--- config.mk ---
export PLATFORM = sky130hd
export DESIGN_NAME = inst_prefetch_buf
export DESIGN_NICKNAME = d
export VERILOG_FILES = /design/src/rtl/cpu_pkg.sv /design/src/rtl/sync_fifo.sv /design/src/rtl/inst_prefetch_buf.sv
export SDC_FILE = /design/constraint.sdc
export NUM_CORES = 1
export LEC_CHECK = 0
export ABC_AREA = 1
export ABC_CLOCK_PERIOD_IN_PS = 2150
export CAP_MARGIN = 25
export CORE_UTILIZATION = 39
export CTS_CLUSTER_SIZE = 24
export DETAILED_ROUTE_END_ITERATION = 12
export PLACE_DENSITY = 0.7
export SYNTH_ARGS = -nofsm -noshare
export SYNTH_HDL_FRONTEND = slang
export SYNTH_SLANG_ARGS = --single-unit
--- constraint.sdc ---
create_clock -name clk -period 2.15 [get_ports clk]
set_input_delay 0.43 -clock clk [delete_from_list [all_inputs] [get_ports clk]]
set_output_delay 0.43 -clock clk [all_outputs]
set_load 0.01 [all_outputs]
--- src/rtl/cpu_pkg.sv ---
// cpu_pkg: shared instruction-memory geometry, opcodes and fetch entry layout
package cpu_pkg;
  localparam int IM_AW = 5;
  localparam int IM_DW = 8;
  localparam logic [IM_AW-1:0] RESET_PC = 5'd0;
  localparam logic [IM_DW-1:0] OP_HALT = 8'h1F;
  localparam logic [IM_DW-1:0] OP_NOP = 8'h00;
  typedef struct packed {
    logic [IM_AW-1:0] pc;
    logic [IM_DW-1:0] instr;
  } fetch_entry_t;
endpackage

--- src/rtl/sync_fifo.sv ---
// sync_fifo: DEPTH x W FIFO with push/pop/flush, occupancy count, async active-high reset; rdata is the head entry or 0 when empty
module sync_fifo #(
  parameter int W = 13,
  parameter int DEPTH = 4,
  localparam int PW = $clog2(DEPTH)
) (
  input  logic         clk,
  input  logic         reset,
  input  logic         push,
  input  logic         pop,
  input  logic         flush,
  input  logic [W-1:0] wdata,
  output logic [W-1:0] rdata,
  output logic [PW:0]  count
);
  localparam logic [PW:0] FULL = (PW+1)'(DEPTH);
  logic [W-1:0] mem [DEPTH];
  logic [PW-1:0] wr_ptr, rd_ptr;
  logic do_push, do_pop;
  assign do_pop = pop && count != '0;
  assign do_push = push && (count != FULL || do_pop);
  assign rdata = count != '0 ? mem[rd_ptr] : '0;
  always_ff @(posedge clk or posedge reset)
    if (reset) begin
      wr_ptr <= '0;
      rd_ptr <= '0;
      count <= '0;
    end else if (flush) begin
      wr_ptr <= '0;
      rd_ptr <= '0;
      count <= '0;
    end else begin
      wr_ptr <= wr_ptr + PW'(do_push);
      rd_ptr <= rd_ptr + PW'(do_pop);
      count <= count + (PW+1)'(do_push) - (PW+1)'(do_pop);
    end
  always_ff @(posedge clk)
    if (do_push && !flush) mem[wr_ptr] <= wdata;
endmodule

--- src/rtl/inst_prefetch_buf.sv ---
// inst_prefetch_buf: fetch PC walker feeding a {pc,instr} FIFO to decode with valid/ready, redirect flush, optional HALT stop (INST_PREFETCH_HALT_DETECT_EN); ports: clk, reset, im_abus/im_dbus, fetch_valid/data/pc/ready, redirect/redirect_pc, fetch_stopped
module inst_prefetch_buf
  import cpu_pkg::*;
#(
  parameter int AW = IM_AW,
  parameter int DW = IM_DW,
  parameter int DEPTH = 4
) (
  input  logic          clk,
  input  logic          reset,
  output logic [AW-1:0] im_abus,
  input  logic [DW-1:0] im_dbus,
  output logic          fetch_valid,
  output logic [DW-1:0] fetch_data,
  output logic [AW-1:0] fetch_pc,
  input  logic          fetch_ready,
  input  logic          redirect,
  input  logic [AW-1:0] redirect_pc,
  output logic          fetch_stopped
);
  localparam int PW = $clog2(DEPTH);
  localparam logic [PW:0] FULL = (PW+1)'(DEPTH);
  logic [AW-1:0] pc_q;
  logic [PW:0] count;
  logic [AW+DW-1:0] head;
  logic stopped, push, pop;
  assign im_abus = pc_q;
  assign fetch_valid = count != '0 && !redirect;
  assign pop = fetch_valid && fetch_ready;
  assign push = !redirect && !stopped && (count != FULL || pop);
  assign {fetch_pc, fetch_data} = head;
  assign fetch_stopped = stopped;
  sync_fifo #(.W(AW+DW), .DEPTH(DEPTH)) u_fifo (
    .clk(clk),
    .reset(reset),
    .push(push),
    .pop(pop),
    .flush(redirect),
    .wdata({pc_q, im_dbus}),
    .rdata(head),
    .count(count)
  );
  always_ff @(posedge clk or posedge reset)
    if (reset) pc_q <= AW'(RESET_PC);
    else if (redirect) pc_q <= redirect_pc;
    else if (push) pc_q <= pc_q + 1'b1;
`ifdef INST_PREFETCH_HALT_DETECT_EN
  always_ff @(posedge clk or posedge reset)
    if (reset) stopped <= 1'b0;
    else if (redirect) stopped <= 1'b0;
    else if (push && im_dbus == DW'(OP_HALT)) stopped <= 1'b1;
`else
  assign stopped = 1'b0;
`endif
endmodule

Yosys cells after proc, flatten, opt, wreduce, memory -nomap -nowiden

Memories as Yosys holds them, arrays and structs flattened.
Index checks and enable logic that the tools add are counted.

Register bits after elaboration: 12
Bits in writable memories: 52
Input bits: 17
Output and inout port bits: 20
Word-level logic and storage cells: 30
Memories kept: 1

Memories:

| name       | words | width | read ports | clocked after Yosys merged registers in | write ports | line            | text |
|---|---|---|---|---|---|---|---|
| u_fifo.mem | 4     | 13    | 1          | 0                                       | 1           | sync_fifo.sv:17 | `logic [W-1:0] mem [DEPTH];` |

$add $sub $neg: 5
Equality and inequality tests: 1
Multiplexer cells: 8
Reduce and logical (&&, ||, !) cells: 11

Operators with widths:

| kind                                                          | number |
|---|---|
| 13-bit 2-to-1 mux                                             | 1 |
| 5-bit 2-to-1 mux                                              | 2 |
| 1-bit logical AND                                             | 6 |
| 5-bit by 1-bit adder with 5-bit output, second input constant | 1 |
| 2-bit by 1-bit adder with 2-bit output                        | 2 |
| 2-bit 2-to-1 mux                                              | 2 |
| 3-bit by 1-bit adder with 3-bit output                        | 1 |
| 3-bit 2-to-1 mux                                              | 1 |
| 3-bit inequality test, second input constant                  | 1 |
| 3-bit nonzero test                                            | 1 |
| 3-bit by 1-bit subtractor with 3-bit output                   | 1 |
| 1-bit logical OR                                              | 2 |
| 1-bit 2-to-1 mux                                              | 2 |
| 2-bit nonzero test                                            | 1 |
| 1-bit zero test                                               | 1 |

Longest topological paths before layout

Word-level depth: 9
Gate-level depth with buffers: 10
Depth with buffers taken out: 10

Modules after synthesis

Synthesis repeated with hierarchy kept, for this count alone.

Cells, all modules: 309
Area, all modules: 3,084.2 um^2

Modules (own cells, without submodules):

| module            | times used | cells an instance | area an instance (um^2) | sequential area each (um^2) |
|---|---|---|---|---|
| sync_fifo         | 1          | 258               | 2,727.6                 | 1,736.7 |
| inst_prefetch_buf | 1          | 51                | 356.6                   | 125.1 |

Worst setup path before layout

No wires, ideal clock.

Path kind: register to register
Start: register u_fifo.count[2]
End: register u_fifo.count[2]
Setup time: 0.121 ns
Arrival time: 1.920 ns
Data required time: 2.029 ns
Setup slack: 0.109 ns
Cell stages (with the launch flop): 11
Buffers on the path: 0
Period minus slack after synthesis: 2.041 ns
Path through: dfrtp_1 -> or2_4 -> nor2_8 -> nor3_1 -> ha_1 -> inv_1 -> ha_1 -> inv_1 -> fa_1 -> xor2_1 -> nor2_1

Longest elaborated chain between the ends: 9
Elaborated cells on any way between the ends: 12
Those cells by class: add/sub: 2; eq/ne: 1; mux: 1; reduce/logical: 8

RTL lines:

| element                                               | line                                     | text |
|---|---|---|
| start, declared                                       | sync_fifo.sv:14                          | `output logic [PW:0] count` |
| start signal, assigned                                | sync_fifo.sv:35                          | `count <= count + (PW+1)'(do_push) - (PW+1)'(do_pop);` |
| 3-bit nonzero test                                    | sync_fifo.sv:20, inst_prefetch_buf.sv:28 |  |
| 1-bit logical AND                                     | inst_prefetch_buf.sv:28                  | `assign fetch_valid = count != '0 && !redirect;` |
| 1-bit logical AND                                     | inst_prefetch_buf.sv:29                  | `assign pop = fetch_valid && fetch_ready;` |
| 1-bit logical OR or 1-bit logical AND (tied branches) | inst_prefetch_buf.sv:30, sync_fifo.sv:20 |  |
| 1-bit logical AND or 1-bit logical OR (tied branches) | inst_prefetch_buf.sv:30, sync_fifo.sv:21 |  |
| 1-bit logical AND                                     | sync_fifo.sv:21                          | `assign do_push = push && (count != FULL \|\| do_pop);` |
| 3-bit by 1-bit adder with 3-bit output                | sync_fifo.sv:35                          |  |
| 3-bit by 1-bit subtractor with 3-bit output *         | sync_fifo.sv:35                          |  |
| 3-bit 2-to-1 mux *                                    | sync_fifo.sv:28                          | `end else if (flush) begin` |

Every way passes the cells marked *; elsewhere a longest branch is shown, timed or not.
A chain may end at the register's enable or synchronous reset.

Final worst setup path

Start: register u_fifo.count[1]
End: register u_fifo.count[2]

The elaborated chain is that of the path after synthesis.

==> flow_metrics.tcl <==
set metrics [dict create \
    synth_area_per_cell_um2 11.4 \
    antenna_found_initial 0 \
    die_y_um 86.6 \
    hold_path.class "input pin to asynchronous set/reset pin" \
    hold_viol 0 \
    ff2ff_setup_slack_ps 30 \
    dr_total_vias 1904 \
    drt_iter0_markers 119 \
    cp_max_fo 3 \
    seq_power_share 0.401 \
    htree_levels 3 \
    drive_above_1_share 0.222 \
    pwr-share-clk 0.260 \
    power.density_mw_per_mm2 1130 \
    ios 37 \
    clk_path_buf_depth 2 \
    cp_num_buf_inv 3 \
    cts_buffers 9 \
    crit_required_ps 2370 \
    power.internal_w 0.00284 \
    drc 0 \
    vias_per_cell 4.62 \
    setup_ws_ps 32.7 \
    holdWs_ps 409 \
    synth_common_cells "59 x nor2_1, 52 x edfxtp_1, 25 x o21ai_0, 20 x nand2_1, 17 x inv_1" \
    drv_slew 0 \
    netSwitchingFraction 0.308 \
    yosys.cell_types.count 28 \
    ys_ff_latch 64 \
    combPwrFrac 0.339 \
    diodes 0 \
    clk_pin_slew_ps 70 \
    crit_cells 11 \
    synthCells 245 \
    synthArstFlopShare 0.188 \
    clock-sinks 64 \
    io_buffer_count 35 \
    routedWlPerCell_um 13.4 \
    rr_worst_depth 11 \
    finalCriticalPeriod_ps 2120 \
    drt-pass1-iter-count 4 \
    hold_buffers 0 \
    root_buffer "clkbuf_8" \
    setup_viol 0 \
    status "finished clean" \
    yosys_warnings 0 \
    coreArea_mm2 0.00687 \
    netlist_area_mm2 0.00279 \
    fmax_mhz 472 \
    grt_pass1_wl_um 9090 \
    worstSetupPathType "register to register" \
    cp-start-kind "register" \
    grt_max_degree 16 \
    crit_arrival_ps 2340 \
    endpoint "u_fifo.count[2]" \
    grt_overflow 0 \
    yosysMostFrequentCell "nor2_1" \
    path_cells "or2_4 -> nor2_8 -> buf_6 -> nor3_1 -> ha_1 -> inv_1 -> ha_1 -> inv_1 -> fa_1 -> xor2_1 -> nor2_1" \
    p_sw_w 0.00126 \
    gp_congestion 0.763 \
    die_w_um 86.6 \
    start_util 0.407 \
    grt_pass1_vias 1999 \
    end_kind "register" \
    synth-edff-count 52 \
    place_hpwl_um 3620 \
    rsz0062_at_grt "true" \
    layout.nets 335 \
    synth_top_area_frac 0.559 \
    cp_top_family "adder cells" \
    design.die.area_mm2 0.00750 \
    max-vdd-ir-drop_mv 0.727 \
    crit_path_start "u_fifo.count[1]" \
    post-synth-top-area-cell "edfxtp_1" \
    slowest_delay_ps 380 \
    row_count 30 \
    p_leak_nw 1.49 \
    clk_latency_ps 340 \
    pre_cts_slack_ps -295 \
    postRouteAntennaNets 0 \
    rr_startpoint "u_fifo.count[1]" \
    cts_tree "done" \
    ys_seq_area_frac 0.667 \
    r2r-end "u_fifo.count[2]" \
    areaGrowthSynthToFinish_pct 30.4 \
    period_share 0.985 \
    crit_path_top_delay_cell "dfrtp_1" \
    maxCapViolCount 0 \
    synth.area.top_cells "edfxtp_1 56%, dfrtp_1 11%, nor2_1 7.9%" \
    syn_nets 268 \
    wl_um 5530 \
    skew_ps 5.26 \
    grt.total_usage 0.168 \
    synth_flop_cell "edfxtp_1" \
]
[per-stage QoR]
step | power [W] | area (µm²) | utilization | TNS (ps) | instances
finish | 0.00410 | 3640 | 0.530 | 0 | 412
global route | 0.00434 | 3640 | 0.530 | -86.6 | 412
CTS | 0.00409 | 3630 | 0.529 | -21.4 | 407
detailed placement | 0.00303 | 3390 | 0.494 | -569 | 387
global placement | 0.00300 | 3390 | 0.494 | -315 | 387
floorplan | 0.00238 | 2790 | - | 0 | 245
[layout by cell type, fill, tap and decap left out, types with 4 or more instances in the layout]
cell,count
dfrtp_1,9
buf_4,25
a21oi_1,14
edfxtp_1,52
ha_1,5
buf_12,4
clkdlybuf4s50_1,21
nor2_1,56
clkbuf_8,9
clkbuf_2,10
o21ai_0,25
nand3_1,9
nand2_1,20
inv_1,17
[worst reg2reg max path, delay by kind of cell, from the launching register on]
| family | cells | cell delay, ps |
|---|---|---|
| fa+ha+maj | 3 | 760 |
| simple gates | 4 | 500 |
| flops | 1 | 380 |
| buf+inv | 3 | 220 |
| xor+xnor | 1 | 130 |
[registers in the layout (all words and copies together), names as in the netlist]
signal         count
u_fifo.count       3
u_fifo.mem        52
u_fifo.rd_ptr      2
u_fifo.wr_ptr      2
im_abus            5
[power groups by stage]
stage | clock (W) | sequential (W) | combinational, W
floorplan | 0 | 0.00166 | 0.000720
global route | 0.00114 | 0.00166 | 0.00154
CTS | 0.00109 | 0.00164 | 0.00136
finish | 0.00107 | 0.00164 | 0.00139
detailed placement | 0 | 0.00167 | 0.00137
global placement | 0 | 0.00166 | 0.00134
[cells by family after synthesis]
kind of cell             Yosys count  share of synthesized area
AO/OA/AOI/OAI                     44                     0.0856
XOR/XNOR                           4                     0.0125
adder cells (fa/ha/maj)            6                     0.0296
buffers and inverters             31                     0.0569
flip-flops                        64                      0.667
other                              1                    0.00134
AND/OR/NAND/NOR                   95                      0.147
[how the worst min path moves through the flow]
stage	slack [ps]	depth (start not counted)	endpoint
finish	410	2	im_abus[0]
detailed placement	580	2	u_fifo.wr_ptr[1]
floorplan	290	1	im_abus[0]
CTS	420	2	im_abus[1]
global route	470	2	u_fifo.rd_ptr[0]
global placement	570	2	u_fifo.wr_ptr[1]
[repair_timing]
item	CTS	global route
pin swaps	2	5
endpoints found under the setup margin	14	13
buffers inserted	5	5
gates resized for setup	20	25
[cell type report]
type | instances | area [µm²]
clock inverters | 4 | 70.1
fillers | 614 | 3230
well taps | 96 | 120
flip-flops and latches | 64 | 1870
inverters | 20 | 77.6
multi-input cells | 150 | 779
clock buffers | 11 | 131
repair buffers | 67 | 598
[layer usage]
metal,track usage,vias to the layer above,share of wire
met1,0.188,899,0.43
met3,0.0629,5,0.040
met5,0,-,0
met2,0.292,38,0.52
met4,0.0636,0,0.010
li1,-,962,-
Note: power is estimated with default switching activity, not from simulation.
